## src/rtl/int2flt_pkg.sv

```systemverilog
// int2flt_pkg: shared types and default widths for the int2flt_seq converter.
// Optional round-to-nearest-even build switch: INT2FLT_RNE_EN.
package int2flt_pkg;

  localparam int INT_W_DEF = 16;
  localparam int EXP_W_DEF = 5;
  localparam int MAN_W_DEF = 10;

  typedef enum logic [2:0] {
    IDLE,
    LOAD,
    NORM,
    ROUND,
    DONE
  } state_t;

  typedef struct packed {
    logic                 sign;
    logic [EXP_W_DEF-1:0] bexp;
    logic [MAN_W_DEF-1:0] mant;
  } flt_t;

endpackage

```

## src/rtl/int2flt_seq_if.sv

```systemverilog
// int2flt_seq_if: request/result handshake bundle of the converter.
// master drives req/din; slave returns ready/done/dout.
interface int2flt_seq_if
  import int2flt_pkg::*;
#(
  parameter int INT_W = INT_W_DEF,
  parameter int OUT_W = 1 + EXP_W_DEF + MAN_W_DEF
) ();

  logic             req;
  logic [INT_W-1:0] din;
  logic             ready;
  logic             done;
  logic [OUT_W-1:0] dout;

  modport master (
    output req,
    output din,
    input  ready,
    input  done,
    input  dout
  );

  modport slave (
    input  req,
    input  din,
    output ready,
    output done,
    output dout
  );

endinterface

```

## src/rtl/flt_round.sv

```systemverilog
// flt_round: turns a normalised magnitude + exponent into {exp, mant}.
// INT2FLT_RNE_EN selects round-to-nearest-even; otherwise truncation.
module flt_round
  import int2flt_pkg::*;
#(
  parameter int INT_W = INT_W_DEF,
  parameter int EXP_W = EXP_W_DEF,
  parameter int MAN_W = MAN_W_DEF
) (
  input  logic [INT_W-2:0] frac,
  input  logic [EXP_W-1:0] bexp,
  output logic [EXP_W-1:0] rexp,
  output logic [MAN_W-1:0] rmant
);

  // frac is padded below so narrow inputs simply get zero guard/sticky
  localparam int W = INT_W + MAN_W + 1;

  logic [W-1:0]     ext;
  logic [MAN_W-1:0] mant;
  logic             guard;
  logic             sticky;
  logic             inc;
  logic [MAN_W:0]   sum;

  assign ext    = {frac, {(MAN_W+2){1'b0}}};
  assign mant   = ext[W-1 -: MAN_W];
  assign guard  = ext[W-1-MAN_W];
  assign sticky = |ext[W-2-MAN_W:0];

`ifdef INT2FLT_RNE_EN
  assign inc = guard & (sticky | mant[0]);
`else
  logic unused_gs;
  assign unused_gs = guard | sticky;
  assign inc       = 1'b0;
`endif

  // carry out of the mantissa leaves it zero and bumps the exponent
  assign sum   = {1'b0, mant} + {{MAN_W{1'b0}}, inc};
  assign rmant = sum[MAN_W-1:0];
  assign rexp  = bexp + {{(EXP_W-1){1'b0}}, sum[MAN_W]};

endmodule

```

## src/rtl/int2flt_seq.sv

```systemverilog
// int2flt_seq: multi-cycle signed integer to float converter.
// Rounding mode chosen in flt_round via INT2FLT_RNE_EN.
module int2flt_seq
  import int2flt_pkg::*;
#(
  parameter int INT_W = INT_W_DEF,
  parameter int EXP_W = EXP_W_DEF,
  parameter int MAN_W = MAN_W_DEF,
  parameter int BIAS  = 2**(EXP_W-1) - 1
) (
  input logic          clk,
  input logic          reset,
  int2flt_seq_if.slave bus
);

  // largest biased exponent must stay below the all-ones (Inf) code
  if (BIAS + INT_W - 1 > 2**EXP_W - 2) begin : g_exp_range
    $error("int2flt_seq: EXP_W too narrow for INT_W/BIAS");
  end

  localparam logic [EXP_W-1:0] EXP_TOP = EXP_W'(BIAS + INT_W - 1);

  state_t           state;
  logic             sign;
  logic [INT_W-1:0] mag;
  logic [EXP_W-1:0] bexp;
  logic [EXP_W-1:0] rexp;
  logic [MAN_W-1:0] rmant;

  flt_round #(
    .INT_W (INT_W),
    .EXP_W (EXP_W),
    .MAN_W (MAN_W)
  ) u_round (
    .frac  (mag[INT_W-2:0]),
    .bexp  (bexp),
    .rexp  (rexp),
    .rmant (rmant)
  );

  // control FSM; a zero operand skips NORM and is forced to +0 in ROUND
  always_ff @(posedge clk or negedge reset) begin
    if (!reset) begin
      state     <= IDLE;
      sign      <= 1'b0;
      mag       <= '0;
      bexp      <= '0;
      bus.ready <= 1'b1;
      bus.done  <= 1'b0;
      bus.dout  <= '0;
    end else begin
      bus.done <= 1'b0;
      unique case (state)
        IDLE: begin
          if (bus.req) begin
            mag       <= bus.din;
            bus.ready <= 1'b0;
            state     <= LOAD;
          end
        end
        LOAD: begin
          sign  <= mag[INT_W-1];
          mag   <= mag[INT_W-1] ? -mag : mag;
          bexp  <= EXP_TOP;
          state <= (mag == '0) ? ROUND : NORM;
        end
        NORM: begin
          if (mag[INT_W-1]) begin
            state <= ROUND;
          end else begin
            mag  <= mag << 1;
            bexp <= bexp - EXP_W'(1);
          end
        end
        ROUND: begin
          bus.dout <= (mag == '0) ? '0 : {sign, rexp, rmant};
          bus.done <= 1'b1;
          state    <= DONE;
        end
        DONE: begin
          bus.ready <= 1'b1;
          state     <= IDLE;
        end
        default: begin
          state <= IDLE;
        end
      endcase
    end
  end

endmodule

```

## src/flat_wrapper.sv

```systemverilog
// flat-port wrapper written by rule: the top's interface ports become plain ports
module int2flt_seq_flat import int2flt_pkg::*;
#(
  parameter int INT_W = INT_W_DEF,
  parameter int EXP_W = EXP_W_DEF,
  parameter int MAN_W = MAN_W_DEF,
  parameter int BIAS  = 2**(EXP_W-1) - 1
)
  (clk, reset, bus_req, bus_din, bus_ready, bus_done, bus_dout);
  int2flt_seq_if #(.INT_W(INT_W), .OUT_W(1+(5)+(10))) bus_i ();
  input logic clk;
  input logic reset;
  input wire logic [$bits(bus_i.req)-1:0] bus_req;
  input wire logic [$bits(bus_i.din)-1:0] bus_din;
  output wire logic [$bits(bus_i.ready)-1:0] bus_ready;
  output wire logic [$bits(bus_i.done)-1:0] bus_done;
  output wire logic [$bits(bus_i.dout)-1:0] bus_dout;
  assign bus_i.req = bus_req;
  assign bus_i.din = bus_din;
  assign bus_ready = bus_i.ready;
  assign bus_done = bus_i.done;
  assign bus_dout = bus_i.dout;
  int2flt_seq #(.INT_W(INT_W), .EXP_W(EXP_W), .MAN_W(MAN_W), .BIAS(BIAS)) u_core (.clk(clk), .reset(reset), .bus(bus_i));
endmodule
```

## config.mk

```make
export PLATFORM = sky130hd
export DESIGN_NAME = int2flt_seq_flat
export DESIGN_NICKNAME = d
export VERILOG_FILES = /design/src/rtl/int2flt_pkg.sv /design/src/rtl/int2flt_seq_if.sv /design/src/rtl/flt_round.sv /design/src/rtl/int2flt_seq.sv /design/src/flat_wrapper.sv
export SDC_FILE = /design/constraint.sdc
export NUM_CORES = 1
export LEC_CHECK = 0
export ABC_AREA = 1
export ABC_CLOCK_PERIOD_IN_PS = 4960
export BUFFER_PORTS_ARGS = -buffer_cell sky130_fd_sc_hd__buf_2
export CAP_MARGIN = 20
export CORE_MARGIN = 8
export CORE_UTILIZATION = 40
export CTS_BUF_LIST = sky130_fd_sc_hd__clkbuf_4
export DETAILED_ROUTE_END_ITERATION = 8
export PLACE_DENSITY_LB_ADDON = 0.1
export SLEW_MARGIN = 20
export SYNTH_ARGS = -nofsm -noshare
export SYNTH_HDL_FRONTEND = slang
export SYNTH_HIERARCHICAL = 1
export SYNTH_SLANG_ARGS = --single-unit
```

## constraint.sdc

```tcl
create_clock -name clk -period 4.96 [get_ports clk]
set_input_delay 0 -clock clk [delete_from_list [all_inputs] [get_ports clk]]
set_output_delay 0 -clock clk [all_outputs]
set_load 0.1 [all_outputs]
```

-- Word level (Yosys, flattened, before mapping)
Cells that the tools add are included.
- bits in registers: 43
- bits in latches: 0
- RAM bits: 0
- memory bits (read-only): 0
- input bits: 19
- output and inout bits: 18
- memories: 0
- add/subtract/negate cells: 2
- $mul: 0
- divide/modulo/power cells: 0
- magnitude comparators: 0
- eq/ne operators: 8
- shift operators: 0
- multiplexer cells: 14
- bitwise logic cells: 0
- reductions and logical operators: 10
- operators by type and width (cell ; number):
    $mux 16 ; 4
    $pmux 16 s3 ; 1
    $logic_not 16->1 ; 1
    $neg 16->16 ; 1
    $pmux 3 s4 ; 1
    $pmux 5 s2 ; 1
    $reduce_and 2->1 ; 4
    $eq 3x2->1 const B ; 2
    $mux 3 ; 2
    $mux 5 ; 1
    $sub 5x1->5 const B ; 1
    $ne 2x1->1 const B ; 2
    $ne 2x2->1 const B ; 2
    $reduce_and 4->1 ; 1
    $reduce_bool 2->1 ; 2
    $eq 3x1->1 const B ; 1
    $eq 3x3->1 const B ; 1
    $logic_not 3->1 ; 1
    $mux 1 ; 3
    $reduce_bool 3->1 ; 1
    $pmux 1 s2 ; 1

-- Depth between registers and ports, before layout
- depth in word-level cells: 3
- mapped depth: 10
- depth with buffers taken out: 10

-- Cells and area by module
Netlist, hierarchy kept.
- modules (own cells, without submodules) (module ; times used ; cells each ; area each (sq um) ; seq. area each (sq um)):
    int2flt_seq ; 1 ; 352 ; 2474.9 ; 1077.3
    flt_round ; 1 ; 15 ; 112.6 ; 0.0

-- Least setup slack after synthesis
OpenSTA, ideal clock, no wires.
- path kind: reg-to-reg
- from: reg u_core.mag[0]
- to: reg u_core.bus.dout[10]
- setup time: 0.123 ns
- arrival time: 1.467 ns
- slack: 3.371 ns
- stages on the path, launching flop included: 11
- cell sequence: dfrtp_1 inv_1 ha_1 nand2_1 nor2_2 nand3_2 nor2_2 nand2_2 buf_6 nand3_1 o21ai_1
- word-level cells in the longest chain between the ends: 2
- RTL lines (element ; line ; source):
    start: declaration ; int2flt_seq.sv:25 ; logic [INT_W-1:0] mag;
    start signal: assignment ; int2flt_seq.sv:56 ; mag <= bus.din;
    start signal: assignment ; int2flt_seq.sv:63 ; mag <= mag[INT_W-1] ? -mag : mag;
    start signal: assignment ; int2flt_seq.sv:71 ; mag <= mag << 1;
    $logic_not 16->1 ; int2flt_seq.sv:76 ; bus.dout <= (mag == '0) ? '0 : {sign, rexp, rmant};
    $mux 16 ; int2flt_seq.sv:76 ;
    end signal: assignment ; int2flt_seq.sv:76 ;
    end: declaration ; int2flt_seq_if.sv:29 ; output dout
Every way passes these cells.
A chain may end at the register's enable or synchronous reset.

-- Worst setup path in the final report
- from: reg u_core.state[2]
- to: reg u_core.mag[2]
- word-level cells in the longest chain between the ends: 3
- elaborated cells between the ends (all ways): 9
- classes of those cells: eq/ne: 5; mux: 1; reduce/logical: 3
- RTL lines (element ; line ; source):
    start: declaration ; int2flt_seq.sv:23 ; state_t state;
    start signal: assignment ; int2flt_seq.sv:65 ; state <= (mag == '0) ? ROUND : NORM;
    $eq 3x2->1, or another cell as far along ; int2flt_seq.sv:53 ; unique case (state)
    $ne 2x2->1 (no line), or another cell as far along ; n/a ;
    $reduce_and 4->1 (no line) ; n/a ;
Several ways; a longest one is shown, not always the timed one.

==> metrics.txt <==
total of max-cap violations 0; Port Buffers 36; max-slew violations 0; H-tree depth 2; Worst-Skew Late Latency around 0.36 ns; # rows 29; Worst Hold Class in -> reg; Via Count about 2300; Post-DP HPWL between 4000 and 5000 µm; Core ar. 0.006314 mm²; Max Freq approximately 0.5 GHz; Sink Count 43; Inserted Clock Buffers 5; Setup-failing EPs final 0; WL met1 ~2800 µm; share of synthesized registers carrying an async set or reset 1.000; CTS root buffer clkbuf_4; peak per-stage delay on the critical path between 0.5 and 0.6 ns; largest net degree at the start of global routing 44; Syn Inst Count ~370; Area Growth Syn to Fin 14.07%; Mapped Area 0.002587 mm²; final hold vios 0; Slew headroom 0.3461; post-CTS resize count 0; FF+latch count, synth 43; crit-path cells nor2_2, nand2_2, nor2_1, nor2_1, nand2_1, inv_2, o21ai_0, o21ai_0; Detail Route Antenna Nets 0; share of the cycle needed by the critical path after routing 0.4054; Worst Tran Pin Value approximately 0.98 ns; top sig layer met4; crit path capture type flop; met2 WL between 2000 and 3000 µm; Nets approximately 420; Worst path slowest cell nand2_1; fin crit period 2.011 ns; number of remaining DRC errors 0; DR pass1 iterations 4; cell taking the most area after synthesis dfrtp_1; status completed; layout cells sized above 1 0.1613; WP buf/inv 1; Post-synth top cells 86 x nand2_1, 47 x nor2_1, 46 x inv_1; RSZ-0062 raised after global routing no; Post-Syn Area per Cell between 7 and 8 µm²; die height just under 100 µm; first-pass GRT wire length 10650 µm; drt total wl between 5000 and 6000 µm; crit-path leading delay family simple AND/OR/NAND/NOR gates; vias in the first global route ~2300; RD Place Congestion ~0.85; Critical Path AT between 2 and 2.5 ns; Post-synth EDFFs 0; # diodes 0; Worst-path clk slew between 0.1 and 0.15 ns; Clock Skews between 0.015 and 0.02 ns; Critical Path Stages 8; Clock Tree Buf Depth 2; Synth Warn # 6; Sum Neg Setup Slack 0 ns; total gr overflow 0; Post-Route Utilization 0.4675; CP Launch Type flop; Total GRT Usage 0.1436; CTS hold repair buffers 16; Reg2Reg Depth 8; Req. time, crit path approximately 5.2 ns; synth unique cells 26; Starting Density 0.4098; Ports 37; maximum fanout along the worst path 22; die extent in x 96.43 µm; Routed met3 length about 450 µm; Synth top area share 0.4062; Area contributors post-synth dfrtp_1 41%, nand2_1 12%, nor2_1 6.8%, inv_1 6.7%, nand3_1 6.2%; Mapped Nets approximately 390; DRT iter0 DRCs around 120; most common flop cell mapped by yosys dfrtp_1; register area share after synthesis 0.4163; CTS tree built; Filler cells a little under 700; # Post-CTS Setup Buffers 0; crit path kind reg -> reg; WHS Path Cells 5; initial antenna violation count 0; WL/cell between 10 and 15 µm; most numerous cell in the Yosys netlist nand2_1; detailed-route vias per instance around 4.8; die area between 0.009 and 0.01 mm²
==> worst min-delay path: stages <==
cell,delay (ns)
buf_2,0.07
nor2_1,0.03
nor2_1,0.10
nand2_1,0.06
o21ai_1,0.06
==> routing by layer <==
metal,up-vias,GRT usage
met4,0,0.05296
met5,-,0
li1,1220,-
met1,1038,0.1853
met2,59,0.2304
met3,8,0.03246
==> placed cells by master (no fill, tap or decap), drive strengths merged <==
cell	count
nand3	33
dfstp	1
buf	37
a31oi	1
o21ai	38
nand4	5
clkbuf	5
xor2	1
a21oi	15
a22oi	1
inv	52
o211ai	3
dlygate4sd3	16
nor2	56
nor3	2
ha	2
bufinv	1
clkinv	1
nand2	90
nand3b	1
dfrtp	42
==> flip-flops by register name, summed over array words and instances (netlist names) <==
name              cells
u_core/bexp           5
u_core/bus.done       1
u_core/bus.dout      16
u_core/bus.ready      1
u_core/mag           16
u_core/sign           1
u_core/state          3
==> kinds of logic after synthesis <==
logic type / synth area share
buf+inv: 0.1412
flops: 0.4163
compound gates: 0.1165
fa+ha+maj: 0.009670
xor+xnor: 0.003386
simple gates: 0.3129
==> final timing paths <==
check	to	start	slack (ns)
setup / recovery	u_core/mag[2]	u_core/state[2]	2.95
hold / removal	u_core/mag[5]	bus_din[5]	0.01
setup reg to reg	u_core/mag[2]	u_core/state[2]	2.95
hold reg to reg	u_core/bus.ready	u_core/bus.ready	0.49
max in group asynchronous	u_core/mag[12]	reset	4.02
min in group asynchronous	u_core/sign	reset	0.31
==> per-stage QoR <==
step | hold slack [ns] | area (µm²) | instances | setup slack (ns)
after CTS | 0.001608 | 2937 | 479 | 2.931
after detailed placement | 0.2213 | 2696 | 455 | 2.957
after global routing | 0.05325 | 2952 | 480 | 2.694
after floorplan | -0.2956 | 2587 | 367 | 3.371
after global placement | 0.2160 | 2696 | 455 | 2.966
final | 0.01020 | 2952 | 480 | 2.949
==> cell type report <==
type                    instances  area, µm²  share of cell area
clock inverters                 3      42.54             0.01441
inverters                      51      191.4             0.06486
flip-flops and latches         43       1077              0.3650
multi-input cells             248       1151              0.3900
well taps                      77      96.34             0.03264
repair buffers                 53      355.3              0.1204
clock buffers                   5      37.54             0.01272
Power is not shown: default switching activity piles up to over one toggle a cycle in this logic, so the estimate is an artifact.
